$ cat src/rtl/seg7_pkg.sv
// Shared constants, state type and mod-10 helpers for the 7-segment tracker slice.
package seg7_pkg;

    localparam logic [7:0] SEG_0 = 8'h3F;
    localparam logic [7:0] SEG_1 = 8'h06;
    localparam logic [7:0] SEG_2 = 8'h5B;
    localparam logic [7:0] SEG_3 = 8'h4F;
    localparam logic [7:0] SEG_4 = 8'h66;
    localparam logic [7:0] SEG_5 = 8'h6D;
    localparam logic [7:0] SEG_6 = 8'h7D;
    localparam logic [7:0] SEG_7 = 8'h07;
    localparam logic [7:0] SEG_8 = 8'h7F;
    localparam logic [7:0] SEG_9 = 8'h6F;

    typedef enum logic [1:0] {EMPTY, TRACK} trk_state_t;

    function automatic logic [3:0] inc10(input logic [3:0] d);
        return (d == 4'd9) ? 4'd0 : d + 4'd1;
    endfunction

    function automatic logic [3:0] dec10(input logic [3:0] d);
        return (d == 4'd0) ? 4'd9 : d - 4'd1;
    endfunction

endpackage

$ cat src/rtl/seg7_to_digit.sv
// Combinational 7-segment pattern decoder; exact match against the digit table.
module seg7_to_digit
    import seg7_pkg::*;
#(
    parameter int unsigned NBITS_SEG = 8
) (
    input  logic [NBITS_SEG-1:0] seg_in,
    output logic                 legal,
    output logic [3:0]           digit
);

    always_comb begin
        legal = 1'b1;
        digit = 4'd0;
        case (seg_in)
            NBITS_SEG'(SEG_0): digit = 4'd0;
            NBITS_SEG'(SEG_1): digit = 4'd1;
            NBITS_SEG'(SEG_2): digit = 4'd2;
            NBITS_SEG'(SEG_3): digit = 4'd3;
            NBITS_SEG'(SEG_4): digit = 4'd4;
            NBITS_SEG'(SEG_5): digit = 4'd5;
            NBITS_SEG'(SEG_6): digit = 4'd6;
            NBITS_SEG'(SEG_7): digit = 4'd7;
            NBITS_SEG'(SEG_8): digit = 4'd8;
            NBITS_SEG'(SEG_9): digit = 4'd9;
            default:           legal = 1'b0;
        endcase
    end

endmodule

$ cat src/rtl/seg7_sequence_tracker.sv
// Decodes sampled 7-segment patterns and tracks count direction, steps and decade wraps,
// flagging illegal patterns and non-adjacent jumps.
module seg7_sequence_tracker
    import seg7_pkg::*;
#(
    parameter int unsigned NBITS_SEG = 8,
    parameter int unsigned CNT_W     = 8
) (
    input  logic                 clk_2,
    input  logic                 reset,
    input  logic [NBITS_SEG-1:0] seg_in,
    input  logic                 seg_valid,
    input  logic                 clr_stats,
    output logic [3:0]           digit,
    output logic                 digit_valid,
    output logic                 dir_up,
    output logic                 dir_valid,
    output logic [CNT_W-1:0]     step_count,
    output logic [CNT_W-1:0]     wrap_count,
    output logic                 err_illegal,
    output logic                 err_jump,
    output logic                 err_sticky
);

    trk_state_t       state_q, state_d;
    logic [3:0]       digit_q, digit_d;
    logic             dir_up_q, dir_up_d;
    logic             dir_valid_q, dir_valid_d;
    logic [CNT_W-1:0] step_q, step_d;
    logic [CNT_W-1:0] wrap_q, wrap_d;
    logic             err_ill_q, err_ill_d;
    logic             err_jump_q, err_jump_d;
    logic             sticky_q, sticky_d;
    logic             step_inc, wrap_inc;

    logic             dec_legal;
    logic [3:0]       dec_digit;

    seg7_to_digit #(
        .NBITS_SEG (NBITS_SEG)
    ) u_decode (
        .seg_in (seg_in),
        .legal  (dec_legal),
        .digit  (dec_digit)
    );

    always_comb begin
        state_d     = state_q;
        digit_d     = digit_q;
        dir_up_d    = dir_up_q;
        dir_valid_d = dir_valid_q;
        err_ill_d   = 1'b0;
        err_jump_d  = 1'b0;
        step_inc    = 1'b0;
        wrap_inc    = 1'b0;

        if (seg_valid) begin
            if (!dec_legal) begin
                // Drop tracking but keep the last legal digit visible.
                err_ill_d   = 1'b1;
                dir_valid_d = 1'b0;
                state_d     = EMPTY;
            end else if (state_q == EMPTY) begin
                digit_d     = dec_digit;
                dir_valid_d = 1'b0;
                state_d     = TRACK;
            end else if (dec_digit == digit_q) begin
                state_d = TRACK;
            end else if (dec_digit == inc10(digit_q)) begin
                digit_d     = dec_digit;
                dir_up_d    = 1'b1;
                dir_valid_d = 1'b1;
                step_inc    = 1'b1;
                wrap_inc    = (digit_q == 4'd9);
            end else if (dec_digit == dec10(digit_q)) begin
                digit_d     = dec_digit;
                dir_up_d    = 1'b0;
                dir_valid_d = 1'b1;
                step_inc    = 1'b1;
                wrap_inc    = (digit_q == 4'd0);
            end else begin
                // Resynchronise on the new digit; direction is unknown again.
                digit_d     = dec_digit;
                dir_valid_d = 1'b0;
                err_jump_d  = 1'b1;
            end
        end

        step_d   = step_q;
        wrap_d   = wrap_q;
        sticky_d = sticky_q | err_ill_d | err_jump_d;
        if (clr_stats) begin
            step_d   = '0;
            wrap_d   = '0;
            sticky_d = 1'b0;
        end else begin
            if (step_inc && (step_q != '1)) step_d = step_q + 1'b1;
            if (wrap_inc && (wrap_q != '1)) wrap_d = wrap_q + 1'b1;
        end
    end

    always_ff @(posedge clk_2) begin
        if (!reset) begin
            state_q     <= EMPTY;
            digit_q     <= 4'd0;
            dir_up_q    <= 1'b0;
            dir_valid_q <= 1'b0;
            step_q      <= '0;
            wrap_q      <= '0;
            err_ill_q   <= 1'b0;
            err_jump_q  <= 1'b0;
            sticky_q    <= 1'b0;
        end else begin
            state_q     <= state_d;
            digit_q     <= digit_d;
            dir_up_q    <= dir_up_d;
            dir_valid_q <= dir_valid_d;
            step_q      <= step_d;
            wrap_q      <= wrap_d;
            err_ill_q   <= err_ill_d;
            err_jump_q  <= err_jump_d;
            sticky_q    <= sticky_d;
        end
    end

    assign digit       = digit_q;
    assign digit_valid = (state_q == TRACK);
    assign dir_up      = dir_up_q;
    assign dir_valid   = dir_valid_q;
    assign step_count  = step_q;
    assign wrap_count  = wrap_q;
    assign err_illegal = err_ill_q;
    assign err_jump    = err_jump_q;
    assign err_sticky  = sticky_q;

endmodule
$ cat config.mk
export PLATFORM = sky130hd
export DESIGN_NAME = seg7_sequence_tracker
export DESIGN_NICKNAME = d
export VERILOG_FILES = /design/src/rtl/seg7_pkg.sv /design/src/rtl/seg7_to_digit.sv /design/src/rtl/seg7_sequence_tracker.sv
export SDC_FILE = /design/constraint.sdc
export NUM_CORES = 1
export LEC_CHECK = 0
export CAP_MARGIN = 20
export CELL_PAD_IN_SITES_DETAIL_PLACEMENT = 1
export CELL_PAD_IN_SITES_GLOBAL_PLACEMENT = 2
export CORE_MARGIN = 2
export CORE_UTILIZATION = 31
export DETAILED_ROUTE_END_ITERATION = 12
export PLACE_DENSITY = 0.8
export REMOVE_ABC_BUFFERS = 1
export SKIP_LAST_GASP = 1
export SLEW_MARGIN = 15
export SYNTH_ARGS = -nofsm -noshare
export SYNTH_HDL_FRONTEND = slang
export SYNTH_SLANG_ARGS = --single-unit
$ cat constraint.sdc
create_clock -name clk_2 -period 11.9 [get_ports clk_2]
set_input_delay 2.975 -clock clk_2 [delete_from_list [all_inputs] [get_ports clk_2]]
set_output_delay 2.975 -clock clk_2 [all_outputs]
set_load 0.01 [all_outputs]
# Word-level counts from Yosys, hierarchy flattened
# Index checks and enable logic that the tools add are counted.
# totals
output_inout_bits	26
wordCells	83
n_memories	0
latch_bits	0
in_bits	12
regBits	27
romBits	0
ramBits	0
# op_classes
mux	34
div_mod_pow	0
reduce_logical	11
n_mul	0
shifts	0
n_eq_ne	20
bitwise	5
magnitude_cmp	0
n_addsub	4
# op_table
operator	n
8-bit by 7-bit == test with 1-bit output, second input constant	7
4-bit case mux with 9 select lines	1
1-bit two-way mux	26
8-bit by 1-bit adder with 8-bit output, second input constant	2
8-bit by 3-bit == test with 1-bit output, second input constant	2
4-bit two-way mux	4
8-bit != test, second input constant	2
4-bit == test	3
10-bit OR reduction	1
8-bit by 6-bit == test with 1-bit output, second input constant	1
2-bit two-way mux	3
5-bit AND reduction	1
4-bit by 1-bit adder with 4-bit output, second input constant	1
4-bit == test, second input constant	1
4-bit zero test	1
2-bit AND reduction	2
4-bit by 1-bit subtractor with 4-bit output, second input constant	1
3-bit by 1-bit != test with 1-bit output, second input constant	1
3-bit != test, second input constant	1
1-bit NOT	3
3-bit AND reduction	1
2-bit by 1-bit == test with 1-bit output, second input constant	1
1-bit logical AND	2
2-bit zero test	1
4 further kinds	5

# Logic depth before layout (Yosys ltp)
# logic_depth
word_depth	10
ltp_mapped	11
depth_no_buf	9

# Cells and area by module
# Synthesis repeated with hierarchy kept, for this count alone.
# unflattened
hier_cells	215
area_unflattened_um2	1781.7
# by_module_without_submodules
module	area_each_um2	seq_area_each_um2	cells_per_inst	n_inst
seg7_sequence_tracker	1545.2	520.5	186	1
seg7_to_digit	236.5	0.0	29	1

# Worst setup path before layout
# OpenSTA, ideal clock, no wires.
# synth_timing
path_type	input to register
from	input port seg_in[0]
to	register wrap_q[5], in the netlist wrap_count[5]
setup_slack_ns	6.118
setup_ns	0.115
path_buffers	2
t_arrival_ns	5.667
t_required_ns	11.785
cell_stages	11
path_cell_list	buf_6 > or3b_4 > a2111oi_4 > or3_1 > a31oi_2 > a211oi_4 > a22oi_1 > or4b_1 > buf_2 > o31a_1 > o21a_1
# synth_via
elab_chain_len	10
elab_cells_between_ends	23
classes_between	13 x eq/ne; 8 x mux; 2 x reduce/logical
# synth_rtl
element	line	source
start: declaration	seg7_sequence_tracker.sv:11	input logic [NBITS_SEG-1:0] seg_in,
8-bit by 7-bit == test with 1-bit output or 8-bit by 3-bit == test with 1-bit output (tied branches)	seg7_to_digit.sv:15	case (seg_in)
4-bit case mux with 9 select lines	seg7_to_digit.sv:15	
4-bit == test	seg7_sequence_tracker.sv:75	end else if (dec_digit == dec10(digit_q)) begin
1-bit two-way mux	seg7_sequence_tracker.sv:75	
1-bit two-way mux	seg7_sequence_tracker.sv:69	end else if (dec_digit == inc10(digit_q)) begin
1-bit two-way mux	seg7_sequence_tracker.sv:67	end else if (dec_digit == digit_q) begin
1-bit two-way mux	seg7_sequence_tracker.sv:63	end else if (state_q == EMPTY) begin
1-bit two-way mux *	seg7_sequence_tracker.sv:58	if (!dec_legal) begin
1-bit two-way mux *	seg7_sequence_tracker.sv:57	if (seg_valid) begin
1-bit logical AND *	seg7_sequence_tracker.sv:98	if (wrap_inc && (wrap_q != '1)) wrap_d = wrap_q + 1'b1;
end signal: assignment	seg7_sequence_tracker.sv:119	wrap_q <= wrap_d;
end: declaration	seg7_sequence_tracker.sv:30	logic [CNT_W-1:0] wrap_q, wrap_d;
# Every way passes the cells marked *; elsewhere a longest branch is shown, timed or not.
# A chain may end at the register's enable or synchronous reset.

# Worst setup path in the final report
# layout_timing
from	input port seg_in[3]
to	register wrap_q[3], in the netlist wrap_count[3]
# The elaborated chain is that of the path after synthesis.

==> impl_summary.txt <==
----------------------------------------------------
[Outcome]
  Run status ... finished clean

[Layout]
  Number of fill cells in the layout ... 694
  Most frequent cells in the layout ... sky130_fd_sc_hd__clkdlybuf4s50_1 (37), sky130_fd_sc_hd__dfxtp_1 (26), sky130_fd_sc_hd__nand2_1 (25), sky130_fd_sc_hd__nor2_1 (18)
  Number of antenna diodes ... 0
  Proportion of layout cells with a drive suffix above 1 ... 0.0695
  Area growth, synth to finish ... 27.3%
  Area of the multi-input gates ... 0.00120 sq mm
  Leading cell type in the layout, fill and taps excluded ... sky130_fd_sc_hd__clkdlybuf4s50_1
  Combined flip-flop and latch cell area ... 520 sq um
  Final cell count without fillers ... 331
  Post-route core utilization ... 0.412
  Final net count ... 274

[Setup path]
  Worst-path fanout max ... 8
  R2R Setup Slk ... 8.71 ns
  R2R Path Start ... digit[1]
  Standard cell with the maximum stage delay on the critical path ... sky130_fd_sc_hd__or4b_1
  Dominant delay contributor by cell family on the critical path ... simple AND/OR/NAND/NOR gates
  Data arrival time of the worst path ... 6.56 ns
  Max stage delay on crit path ... 0.67 ns
  Start point of the critical path ... seg_in[3]
  Number of buffers and inverters on the critical path ... 1
  Capture point of the worst path ... wrap_count[3]
  Destination of the worst register-to-register timing path ... wrap_count[3]
  Worst Setup Start Kind ... primary input
  Number of cell instances on the worst register-to-register path ... 9
  Endpoint kind of the worst setup timing path ... flip-flop
  Number of cells on the critical path ... 10
  Crit path cell chain ... clkdlybuf4s50_1, nor4_1, nand2_1, a22oi_1, nand2_1, a211oi_4, a22oi_1, or4b_1, or3_1, a21oi_1
  Start-to-end type of the worst setup path ... primary input to flip-flop
  Required time of the critical path ... 12.09 ns

[Place]
  Placer Congestion ... 0.815
  Cell count after placement ... 327
  Post-DP HPWL ... 3890 um
  Number of buffer cells added on primary ports ... 37
  Worst setup slack before clock tree synthesis ... 5.32 ns

[STA]
  Worst-case headroom to the max-slew limit ... 0.435
  Setup violations, final ... 0
  Post-Route Setup TNS ... 0 ns
  Transition time at the pin with the least slew margin ... 0.846 ns
  Fin crit share ... 0.535
  RSZ-0062 raised after global routing ... no
  Maximum clock skew at final layout ... 0.00398 ns
  Period minus WS final ... 6.36 ns
  Upper clock frequency limit ... 157 MHz
  Final setup margin ... 5.54 ns
  Final max-slew violation count ... 0
  Final count of hold timing violations ... 0

[Power]
  Pwr Density ... 77.6 mW/mm^2
  Leakage power summed over all cells ... 0.805 nW
  Maximum vdd ir drop ... 0.0634 mV

[Global routing]
  Global routing usage summed across all routing layers ... 0.168
  GRT Max-Usage Layer ... met1
  Initial antenna violation count ... 0
  Number of global-route vias before repair ... 1743
  Met2 global-route usage ... 0.252
  First-pass GRT wire length ... 8650 um
  Largest net degree at the start of global routing ... 16
  GRT met1 Usage ... 0.259
  Total gr overflow ... 0
  Met3 usage in global routing ... 0.0270

[Clocking]
  Maximum level of the CTS H-tree ... 1
  Hold bufs inserted after CTS ... 0
  CTS tree ... built
  Number of gates resized after cts ... 0
  Maximum buffer depth of the clock tree ... 2
  Clock latency on the worst-skew pair ... 0.27 ns
  CTS root buf ... sky130_fd_sc_hd__clkbuf_8
  CTS clock-pin slew for the worst setup and hold paths ... 0.09 ns
  Post-CTS setup buffer count ... 0
  TritonCTS Buffers ... 3
  Total number of clock tree sinks ... 26

[Synthesis]
  Register area share after synthesis ... 0.289
  Mean instance size in the synthesized netlist ... 7.94 sq um
  Area of the mapped netlist ... 0.00180 sq mm
  Number of flip-flops and latches in the synthesized netlist ... 26
  Warning count from the yosys run ... 0
  Gate count after technology mapping ... 227
  Number of enable flip-flop cells after synthesis ... 0
  Top_reg_cell synth ... sky130_fd_sc_hd__dfxtp_1
  Number of different library cells in the post-synthesis netlist ... 56
  Share of synthesized flip-flops with an asynchronous set or reset ... 0

[Floorplanning]
  Horiz. Die Dim ... 80.3 um
  Placeable Area ... 0.00557 sq mm
  Standard-cell rows ... 27
  I/O pin cnt ... 38
  Die area ... 0.00644 sq mm
  Die boundary height ... 80.3 um
  Starting density of the core ... 0.323

[Detailed routing]
  DRC errors left ... 0
  Final wirelength ... 5090 um
  Count of vias placed by the detailed router ... 1817
  TritonRoute pass-1 iters ... 4
  Routed len/inst ... 15.4 um
  Mean number of vias per cell ... 5.49
  Violation count after the first detailed-routing iteration ... 105
  Post-detailed-route count of antenna-violating nets ... 0

[Worst hold path]
  Worst hold path class ... flip-flop to flip-flop

[Run]
  Max Cap Violations ... 0

----------------------------------------------------
-- cell type report --
cell class	count	area share
Timing Repair Buffer	38	0.165
Clock buffer	3	0.0180
Sequential cell	26	0.227
Inverter	8	0.0131
Clock inverter	1	0.0131
Tap cell	72	0.0393
Multi-Input combinational cell	183	0.525
-- how the worst min path moves through the flow --
stage | cells past startpoint | startpoint | slack [ns] | endpoint
floorplan | 2 | step_count[1] | 0.50 | step_count[1]
global placement | 2 | step_count[1] | 0.49 | step_count[1]
detailed placement | 2 | wrap_count[6] | 0.50 | wrap_count[6]
CTS | 2 | wrap_count[6] | 0.51 | wrap_count[6]
global route | 2 | wrap_count[7] | 0.55 | wrap_count[7]
finish | 2 | step_count[1] | 0.51 | step_count[1]
-- cell usage after synthesis (3+ instances only) --
library cell | count | area share
sky130_fd_sc_hd__a21boi_0 | 5 | 0.021
sky130_fd_sc_hd__a21oi_1 | 11 | 0.031
sky130_fd_sc_hd__a22oi_1 | 3 | 0.012
sky130_fd_sc_hd__a31o_2 | 3 | 0.015
sky130_fd_sc_hd__a31oi_1 | 5 | 0.017
sky130_fd_sc_hd__a41o_1 | 5 | 0.028
sky130_fd_sc_hd__and2_1 | 5 | 0.017
sky130_fd_sc_hd__and3_1 | 6 | 0.021
sky130_fd_sc_hd__clkbuf_1 | 7 | 0.015
sky130_fd_sc_hd__dfxtp_1 | 26 | 0.29
sky130_fd_sc_hd__inv_1 | 8 | 0.017
sky130_fd_sc_hd__nand2_1 | 25 | 0.052
sky130_fd_sc_hd__nand2b_1 | 3 | 0.010
sky130_fd_sc_hd__nand3_1 | 11 | 0.031
sky130_fd_sc_hd__nand3b_1 | 3 | 0.012
sky130_fd_sc_hd__nand4_1 | 5 | 0.017
sky130_fd_sc_hd__nand4b_1 | 3 | 0.015
sky130_fd_sc_hd__nor2_1 | 18 | 0.037
sky130_fd_sc_hd__nor2b_1 | 6 | 0.021
sky130_fd_sc_hd__nor4_1 | 3 | 0.010
sky130_fd_sc_hd__o21ai_0 | 11 | 0.031
sky130_fd_sc_hd__or3_1 | 5 | 0.017
sky130_fd_sc_hd__xnor2_1 | 6 | 0.029
sky130_fd_sc_hd__xor2_1 | 4 | 0.019
-- cells by family (layout without fill, tap and decap cells) --
kind of cell               count (synthesis)  after routing  share of synthesized area
muxes                                      2              2                     0.0111
and+or+nand+nor                          108            108                      0.333
adders and majority gates                  2              2                     0.0139
xor gates and xnor gates                  10             10                     0.0486
buffers and inverters                     18             50                     0.0430
AOI/OAI and AO/OA                         61             61                      0.262
DFF                                       26             26                      0.289
-- per-layer routing --
metal	routed length [um]	share of wire
met5	0	0
met4	17	0.0033
met3	149	0.029
met2	2270	0.44
met1	2660	0.52
-- state kept, by name (all words and copies together), names as in the netlist --
name and flops:
digit 4, dir_up 1, dir_valid 1, err_illegal 1, err_jump 1, err_sticky 1, state_q 1, step_count 8
wrap_count 8
-- stage by stage --
| stage | area (sq um) | total power [mW] | hold WS, ns |
|---|---|---|---|
| floorplan | 1760 | 0.0980 | 0.503 |
| global placement | 2220 | 0.107 | 0.487 |
| detailed placement | 2220 | 0.107 | 0.497 |
| CTS | 2290 | 0.182 | 0.513 |
| global route | 2290 | 0.187 | 0.548 |
| finish | 2290 | 0.178 | 0.507 |
-- worst register-to-register path, stage by stage, from the launching register on --
cell,delay (ns)
sky130_fd_sc_hd__dfxtp_1,0.56
sky130_fd_sc_hd__nand2_1,0.22
sky130_fd_sc_hd__or4_1,0.45
sky130_fd_sc_hd__o211ai_1,0.13
sky130_fd_sc_hd__a31oi_2,0.09
sky130_fd_sc_hd__a211oi_4,0.29
sky130_fd_sc_hd__a22oi_1,0.16
sky130_fd_sc_hd__or4b_1,0.67
sky130_fd_sc_hd__or3_1,0.41
sky130_fd_sc_hd__a21oi_1,0.14
-- where the power goes --
part | leakage [nW] | switching [mW] | internal (mW)
Combinational | 0.559 | 0.00945 | 0.00771
Clock | 0.0357 | 0.0279 | 0.0450
Sequential | 0.210 | 0.000518 | 0.0875
Power figures use the tool's default switching activity.
